--- src/rtl/seven_seg_capture_pkg.sv ---
// -----------------------------------------------------------------------------
// seven_seg_capture_pkg
// Shared definitions for the seven-segment capture path and the display driver:
// the hi/lo phase enum and the 16-entry segment pattern table.
// Pattern bit order is {g,f,e,d,c,b,a}, active-high. Entry N is the pattern
// shown for hex digit N.
// -----------------------------------------------------------------------------
package seven_seg_capture_pkg;

    typedef enum logic {
        HI = 1'b0,
        LO = 1'b1
    } phase_e;

    localparam int NUM_PATTERNS = 16;

    // Listed from F down to 0 so that SEG_TABLE[n] is the pattern for digit n.
    localparam logic [NUM_PATTERNS-1:0][6:0] SEG_TABLE = {
        7'h71, 7'h79, 7'h5E, 7'h39, 7'h7C, 7'h77, 7'h6F, 7'h7F,
        7'h07, 7'h7D, 7'h6D, 7'h66, 7'h4F, 7'h5B, 7'h06, 7'h3F
    };

    function automatic logic [6:0] hex_to_seg(input logic [3:0] hex);
        return SEG_TABLE[hex];
    endfunction

endpackage

--- src/rtl/seven_seg_decode.sv ---
// -----------------------------------------------------------------------------
// seven_seg_decode
// Combinational reverse lookup of a seven-segment pattern into its hex value.
// Ports:
//   seg  in  7  pattern {g,f,e,d,c,b,a}
//   hex  out 4  decoded value (0 when the pattern is not in the table)
//   ok   out 1  high when the pattern matched a table entry
// -----------------------------------------------------------------------------
module seven_seg_decode
    import seven_seg_capture_pkg::*;
(
    input  logic [6:0] seg,
    output logic [3:0] hex,
    output logic       ok
);

    // Table entries are all distinct, so at most one iteration can match.
    always_comb begin
        hex = 4'h0;
        ok  = 1'b0;
        for (int i = 0; i < NUM_PATTERNS; i++) begin
            if (seg == hex_to_seg(4'(i))) begin
                hex = 4'(i);
                ok  = 1'b1;
            end
        end
    end

endmodule

--- src/rtl/seven_seg_capture.sv ---
// -----------------------------------------------------------------------------
// seven_seg_capture
// Reassembles a two-digit multiplexed seven-segment stream into a digit pair,
// decodes both digits to hex and supervises the strobe period.
// Ports:
//   clk         in   1   clock, rising edge
//   rst_n       in   1   asynchronous active-low reset
//   segment     in   7   multiplexed segment bus, valid when sig=1
//   sig         in   1   one-cycle strobe per digit (hi digit first)
//   both7seg    out  14  {hi pattern, lo pattern} of the last complete pair
//   pair_valid  out  1   pulse, one cycle after the lo strobe
//   hi_hex      out  4   decoded hi digit
//   lo_hex      out  4   decoded lo digit
//   hex_ok      out  2   [1]=hi pattern legal, [0]=lo pattern legal
//   period_err  out  1   pulse when a strobe gap is outside FREQ+-TOL
//   timeout     out  1   level, no strobe for more than FREQ+TOL cycles
// -----------------------------------------------------------------------------
module seven_seg_capture
    import seven_seg_capture_pkg::*;
#(
    parameter int FREQ  = 17500,
    parameter int CBITS = 15,
    parameter int TOL   = 0
) (
    input  logic        clk,
    input  logic        rst_n,
    input  logic [6:0]  segment,
    input  logic        sig,
    output logic [13:0] both7seg,
    output logic        pair_valid,
    output logic [3:0]  hi_hex,
    output logic [3:0]  lo_hex,
    output logic [1:0]  hex_ok,
    output logic        period_err,
    output logic        timeout
);

    localparam int MIN_GAP_I = (FREQ > TOL) ? (FREQ - TOL) : 0;

    localparam logic [CBITS-1:0] MIN_GAP = CBITS'(MIN_GAP_I);
    localparam logic [CBITS-1:0] MAX_GAP = CBITS'(FREQ + TOL);
    localparam logic [CBITS-1:0] LIMIT   = CBITS'(FREQ + TOL + 1);

    phase_e             phase_q,      phase_d;
    logic [CBITS-1:0]   cnt_q,        cnt_d;
    logic               seen_q,       seen_d;
    logic [6:0]         hi_seg_q,     hi_seg_d;
    logic [13:0]        both7seg_q,   both7seg_d;
    logic [3:0]         hi_hex_q,     hi_hex_d;
    logic [3:0]         lo_hex_q,     lo_hex_d;
    logic [1:0]         hex_ok_q,     hex_ok_d;
    logic               pair_valid_q, pair_valid_d;
    logic               period_err_q, period_err_d;
    logic               timeout_q,    timeout_d;

    logic [3:0]         hi_dec_hex;
    logic               hi_dec_ok;
    logic [3:0]         lo_dec_hex;
    logic               lo_dec_ok;

    // The hi digit is decoded from its held register, the lo digit straight
    // from the bus, so both results are ready in the lo strobe cycle.
    seven_seg_decode u_hi_decode (
        .seg (hi_seg_q),
        .hex (hi_dec_hex),
        .ok  (hi_dec_ok)
    );

    seven_seg_decode u_lo_decode (
        .seg (segment),
        .hex (lo_dec_hex),
        .ok  (lo_dec_ok)
    );

    always_comb begin
        phase_d      = phase_q;
        cnt_d        = cnt_q;
        seen_d       = seen_q;
        hi_seg_d     = hi_seg_q;
        both7seg_d   = both7seg_q;
        hi_hex_d     = hi_hex_q;
        lo_hex_d     = lo_hex_q;
        hex_ok_d     = hex_ok_q;
        pair_valid_d = 1'b0;
        period_err_d = 1'b0;
        timeout_d    = timeout_q;

        if (sig) begin
            // cnt_q holds the number of non-strobe cycles since the last
            // strobe. The strobe takes priority over a threshold crossing in
            // the same cycle, so the counter never reaches LIMIT here.
            cnt_d        = '0;
            seen_d       = 1'b1;
            timeout_d    = 1'b0;
            period_err_d = seen_q && ((cnt_q < MIN_GAP) || (cnt_q > MAX_GAP));

            if (phase_q == HI) begin
                hi_seg_d = segment;
                phase_d  = LO;
            end else begin
                both7seg_d   = {hi_seg_q, segment};
                hi_hex_d     = hi_dec_hex;
                lo_hex_d     = lo_dec_hex;
                hex_ok_d     = {hi_dec_ok, lo_dec_ok};
                pair_valid_d = 1'b1;
                phase_d      = HI;
            end
        end else if (cnt_q != LIMIT) begin
            cnt_d = cnt_q + 1'b1;
            // Reaching LIMIT abandons any half-captured pair and forgets the
            // previous strobe so the next one is not judged against it.
            if (cnt_q == MAX_GAP) begin
                timeout_d = 1'b1;
                phase_d   = HI;
                seen_d    = 1'b0;
            end
        end
    end

    always_ff @(posedge clk or negedge rst_n) begin
        if (!rst_n) begin
            phase_q      <= HI;
            cnt_q        <= '0;
            seen_q       <= 1'b0;
            hi_seg_q     <= '0;
            both7seg_q   <= '0;
            hi_hex_q     <= '0;
            lo_hex_q     <= '0;
            hex_ok_q     <= '0;
            pair_valid_q <= 1'b0;
            period_err_q <= 1'b0;
            timeout_q    <= 1'b0;
        end else begin
            phase_q      <= phase_d;
            cnt_q        <= cnt_d;
            seen_q       <= seen_d;
            hi_seg_q     <= hi_seg_d;
            both7seg_q   <= both7seg_d;
            hi_hex_q     <= hi_hex_d;
            lo_hex_q     <= lo_hex_d;
            hex_ok_q     <= hex_ok_d;
            pair_valid_q <= pair_valid_d;
            period_err_q <= period_err_d;
            timeout_q    <= timeout_d;
        end
    end

    assign both7seg   = both7seg_q;
    assign hi_hex     = hi_hex_q;
    assign lo_hex     = lo_hex_q;
    assign hex_ok     = hex_ok_q;
    assign pair_valid = pair_valid_q;
    assign period_err = period_err_q;
    assign timeout    = timeout_q;

endmodule

--- config.mk ---
export PLATFORM = sky130hd
export DESIGN_NAME = seven_seg_capture
export DESIGN_NICKNAME = d
export VERILOG_FILES = /design/src/rtl/seven_seg_capture_pkg.sv /design/src/rtl/seven_seg_decode.sv /design/src/rtl/seven_seg_capture.sv
export SDC_FILE = /design/constraint.sdc
export NUM_CORES = 1
export LEC_CHECK = 0
export BUFFER_PORTS_ARGS = -buffer_cell sky130_fd_sc_hd__buf_2
export CELL_PAD_IN_SITES_DETAIL_PLACEMENT = 1
export CELL_PAD_IN_SITES_GLOBAL_PLACEMENT = 1
export CORE_ASPECT_RATIO = 1.75
export CORE_MARGIN = 1
export CORE_UTILIZATION = 47
export CTS_CLUSTER_SIZE = 16
export DETAILED_ROUTE_END_ITERATION = 8
export GPL_TIMING_DRIVEN = 0
export PLACE_DENSITY = 0.8
export SYNTH_ARGS = -nofsm -noshare
export SYNTH_HDL_FRONTEND = slang
export SYNTH_SLANG_ARGS = --single-unit
--- constraint.sdc ---
create_clock -name clk -period 4.7 [get_ports clk]
set_input_delay 0.47 -clock clk [delete_from_list [all_inputs] [get_ports clk]]
set_output_delay 0.47 -clock clk [all_outputs]
set_load 0.02 [all_outputs]
After elaboration in Yosys (flattened, before gate mapping) --
Cells that the tools add are included.
Word-level totals: bits in registers 51, input port bits 10, output and inout bits 27, word-level logic and storage cells 131
Cells by class: order comparisons 2, muxes and demuxes 75, eq/ne operators 34, bitwise logic cells 1, $add $sub $neg 1, reduce and logical (&&, ||, !) cells 7
Operators by type and width (count):
- equality test 7 bit (second input constant) | 24
- two-way mux 4 bit | 16
- two-way mux 1 bit | 45
- two-way mux 15 bit | 2
- equality test 7 x 3 -> 1 bit (second input constant) | 4
- equality test 7 x 6 -> 1 bit (second input constant) | 4
- two-way mux 3 bit | 8
- adder 15 x 1 -> 15 bit (second input constant) | 1
- equality test 15 bit (second input constant) | 1
- greater-than comparator 15 bit (second input constant) | 1
- less-than comparator 15 bit (second input constant) | 1
- != test 15 bit (second input constant) | 1
- two-way mux 2 bit | 4
- AND reduction 2 bit | 3
- nonzero test 2 bit | 2
- logical AND 1 bit | 1
- logical OR 1 bit | 1
- NOT 1 bit | 1

Depth between registers and ports, before layout --
depth after elaboration 17, depth in mapped cells 6, mapped depth without buffers 5

By module --
A second synthesis with hierarchy kept.
Second synthesis, totals: cell total of the unflattened synthesis 289, area total of the unflattened synthesis 2977.9 um^2
Modules (own cells, without submodules):
- seven_seg_capture | area an instance 2147.1 um^2, seq. area each 1276.2 um^2, cells each 167, times used 1
- seven_seg_decode | area an instance 415.4 um^2, seq. area each 0.0 um^2, cells each 61, times used 2

Least setup slack after synthesis --
OpenSTA, ideal clock, no wires.
kind input port to flip-flop, start input segment[6], end register hex_ok_q[0] (netlist: hex_ok[0]), arrival 1366 ps, required time 4559 ps, stages 5, setup slack 3193 ps, setup time 141 ps, path buffers 1, path through buf_2 > and3_1 > a41o_1 > a221oi_1 > a31oi_1
Between the ends: cells in the longest elaborated chain, start to end 17, elaborated cells on any way between the ends 32, those cells by class eq/ne: 16; mux: 16
Ends and longest elaborated chain:
- start: declaration | RTL line seven_seg_capture.sv:27 | input logic [6:0] segment,
- equality test 7 x 6 -> 1 bit | RTL line seven_seg_decode.sv:22 | if (seg == hex_to_seg(4'(i))) begin
- two-way mux 1 bit (15 in series) | RTL line seven_seg_decode.sv:22
- two-way mux 1 bit * | RTL line seven_seg_decode.sv:22
- end signal: assignment | RTL line seven_seg_capture.sv:141 | hex_ok_q <= hex_ok_d;
- end: declaration | RTL line seven_seg_capture.sv:51 | logic [1:0] hex_ok_q, hex_ok_d;
Mark *: on every way between the ends. The rest lies on a longest branch, timed or not. A chain may end at the register's enable or synchronous reset.

Final worst setup path --
start register cnt_q[11], end register cnt_q[2]
Between the ends: cells in the longest elaborated chain, start to end 2
Ends and longest elaborated chain:
- start: declaration | RTL line seven_seg_capture.sv:45 | logic [CBITS-1:0] cnt_q, cnt_d;
- start signal: assignment | RTL line seven_seg_capture.sv:135 | cnt_q <= cnt_d;
- != test 15 bit | RTL line seven_seg_capture.sv:108 | end else if (cnt_q != LIMIT) begin
- nonzero test 2 bit (no source line)
No other way between the ends.

==> results.py <==
metrics = {
    "sta": {
        "relSlewSlack": 0.2236,
        "drv_slew": 0,
        "fin_skew_ps": 12.61,
        "finalCritPeriodShare": 0.3587,
        "setup_viol": 0,
        "max_freq_mhz": 593.1,
        "rsz0062_at_grt": "false",
        "hold_viol_final": 0,
        "min_period_ps": 1686,
        "fin_setup_tns_ps": 0,
        "tightestPinTransition_ps": 1165,
    },
    "finish": {
        "syn2layout_area_growth_pct": 13.58,
        "final_common_cell": "dfrtp_1",
        "layout-drive-gt1-share": 0.1944,
        "utilization": 0.5516,
        "nNetsFinal": 372,
        "layout.cells.most_common_list": "dfrtp_1 (51), buf_2 (47), nand2_1 (46), nor2_1 (30), nand3_1 (18)",
        "antenna_cells": 0,
    },
    "drt": {
        "antenna_left": 0,
        "routed_wl_mm": 7.295,
        "drc": 0,
        "drtIter0Drc": 72,
        "drtPass1Iterations": 4,
        "wl_per_cell_um": 16.66,
        "num_vias": 2445,
        "viasPerCell": 5.582,
    },
    "global_route": {
        "grt_start_max_net_pins": 52,
        "grt_pass1_vias": 2549,
        "grt_pass1_wl_mm": 12.11,
        "antenna_found_initial": 0,
        "gr-total-overflow": 0,
        "grt.total_usage": 0.2549,
    },
    "yosys": {
        "synth.avg_cell_area_um2": 9.007,
        "netlist_area_um2": 2855,
        "synthMuxAreaShare": 0.04075,
        "netlist.top_cell.by_area": "dfrtp_1",
        "yosys_most_used_dff": "dfrtp_1",
        "yosys_warnings": 0,
        "synth_cell_types": 55,
        "synthArstFlopShare": 1.000,
        "synth_adder_area_share": 0.01315,
        "synth_edf_count": 0,
        "synth_xor_area_frac": 0.03067,
        "seq_area_frac_synth": 0.4470,
        "ys_ff_latch": 51,
        "syn_inst": 317,
        "synth_simple_gate_area_frac": 0.2901,
        "synth_top_family_by_area": "simple AND/OR/NAND/NOR gates",
        "synth_area_leaders": "dfrtp_1 (45%), nand2_1 (6.0%), nor2_1 (3.9%)",
        "syn-num-nets": 330,
        "synth_compound_area_frac": 0.1218,
        "synth_top_area_share": 0.4470,
    },
    "floorplanning": {
        "die_area_um2": 6403,
        "core_area_um2": 5879,
        "initial_core_util": 0.4856,
        "num_io_pins": 37,
        "fp.dieH_um": 105.1,
        "row_count": 37,
        "die_w_um": 60.92,
    },
    "worst_setup_path": {
        "end_kind": "flop",
        "cp.required_ps": 4910,
        "worst_setup_path_start_kind": "flop",
        "rr_worst_depth": 4,
        "worstSetupPathType": "flop to flop",
        "crit_fanout": 4,
        "cp_data_arrival_time_ps": 1900,
    },
    "worst_hold_path": {
        "hp-class": "input port to asynchronous set/reset pin",
    },
    "power_and_ir_drop": {
        "power_density_nw_per_um2": 391.9,
        "pwr-share-clk": 0.256,
        "p_leak_nw": 1.479,
        "p_seq_frac": 0.440,
        "p_switching_mw": 0.4584,
        "vdd_drop_max_uv": 222.1,
        "p_sw_frac": 0.3607,
        "combPwrFrac": 0.304,
        "intPower_mw": 0.8126,
    },
    "job": {
        "maxCapViolations": 0,
    },
    "run_status": {
        "outcome": "finished, final reports clean",
    },
    "clocking": {
        "path_clk_slew_ps": 100,
        "tritoncts": "built",
        "cts.sinks": 51,
        "cts_root_buf": "clkbuf_8",
        "clkLatencyLatePin_ps": 320,
        "clk_path_buf_depth": 2,
        "cts_htree_levels": 2,
        "cts.repair.resized": 0,
        "cts_made_buffers": 5,
        "cts_hold_buf": 0,
        "post_cts_buffers": 0,
    },
    "placed_design": {
        "hpwl_mm": 5.486,
        "port_buffers": 35,
        "place.gp.congestion": 0.8553,
    },
}
## cells in the mapped netlist (6+ instances only)
library cell and instances:
nand3_1 18, xor2_1 6, dfrtp_1 51, mux2_1 7, buf_2 12, nand2_1 46
clkbuf_1 8, nor2b_1 7, nor2_1 30, nand4_1 6, a21oi_1 14, o21ai_0 10
inv_1 7, nor3_1 11, nand2b_1 6
## through the flow
step                      hold slack (ps)  worst slack, ps  cell area (um2)  total power, mW  cells
final                               374.7             3014             3243            1.271    438
after global routing                469.5             2935             3243            1.347    438
after CTS                           418.0             3009             3243            1.286    438
after detailed placement            462.8             2807             3128           0.9604    430
after global placement              456.3             2807             3128           0.9462    430
after floorplan                     174.4             3193             2855           0.8237    317
## cell type report
| cell class | count | area, um2 |
|---|---|---|
| Multi-Input combinational cell | 233 | 1418 |
| Fill cell | 717 | 2636 |
| Timing Repair Buffer | 35 | 175.2 |
| Sequential cell | 51 | 1276 |
| Clock buffer | 5 | 68.82 |
| Inverter | 9 | 33.78 |
| Clock inverter | 3 | 46.29 |
| Buffer | 24 | 127.6 |
| Tap cell | 78 | 97.59 |
## critical path, stage by stage, from the launching register on
cell	delay (ps)
dfrtp_1	430
nor4b_2	360
nand4_1	260
o21ai_1	200
mux2_1	340
## metal layers
metal | vias to the layer above | GRT usage | wire length (um)
met5 | - | 0 | 0
met4 | 0 | 0.09253 | 107
met3 | 8 | 0.04208 | 124
met2 | 23 | 0.4749 | 4301
met1 | 1216 | 0.2697 | 2762
li1 | 1198 | - | -
## power by group through the flow
stage,clock network (mW),logic (mW),registers [mW]
6_report,0.326,0.386,0.559
5_1_grt,0.347,0.430,0.571
4_1_cts,0.333,0.393,0.560
3_5_place_dp,0,0.391,0.569
3_3_place_gp,0,0.382,0.564
2_1_floorplan,0,0.188,0.636
## path summary, 6_finish.rpt
kind / start / end / slack, ps
worst max-delay path: cnt_q[11]$_DFFE_PN0P_ / cnt_q[2]$_DFFE_PN0P_ / 3010
worst min-delay path: rst_n / both7seg[10]$_DFFE_PN0P_ / 370
worst max register to register: cnt_q[11]$_DFFE_PN0P_ / cnt_q[2]$_DFFE_PN0P_ / 3010
worst min register to register: both7seg[0]$_DFFE_PN0P_ / both7seg[0]$_DFFE_PN0P_ / 480
max in group asynchronous: rst_n / cnt_q[12]$_DFFE_PN0P_ / 3600
min in group clk: both7seg[0]$_DFFE_PN0P_ / both7seg[0]$_DFFE_PN0P_ / 480
## state kept, by name, indices dropped and copies added, names as in the netlist
signal	flops
both7seg	14
cnt_q	15
hex_ok	2
hi_hex	4
hi_seg_q	7
lo_hex	4
pair_valid	1
period_err	1
phase_q	1
seen_q	1
timeout	1
## kinds of logic after synthesis
group,after synthesis
AO/OA/AOI/OAI,54
buffers and inverters,33
XOR/XNOR,10
AND/OR/NAND/NOR,156
adder cells (fa/ha/maj),3
multiplexers,10
flip-flops,51
(Power assumes the default switching activity.)
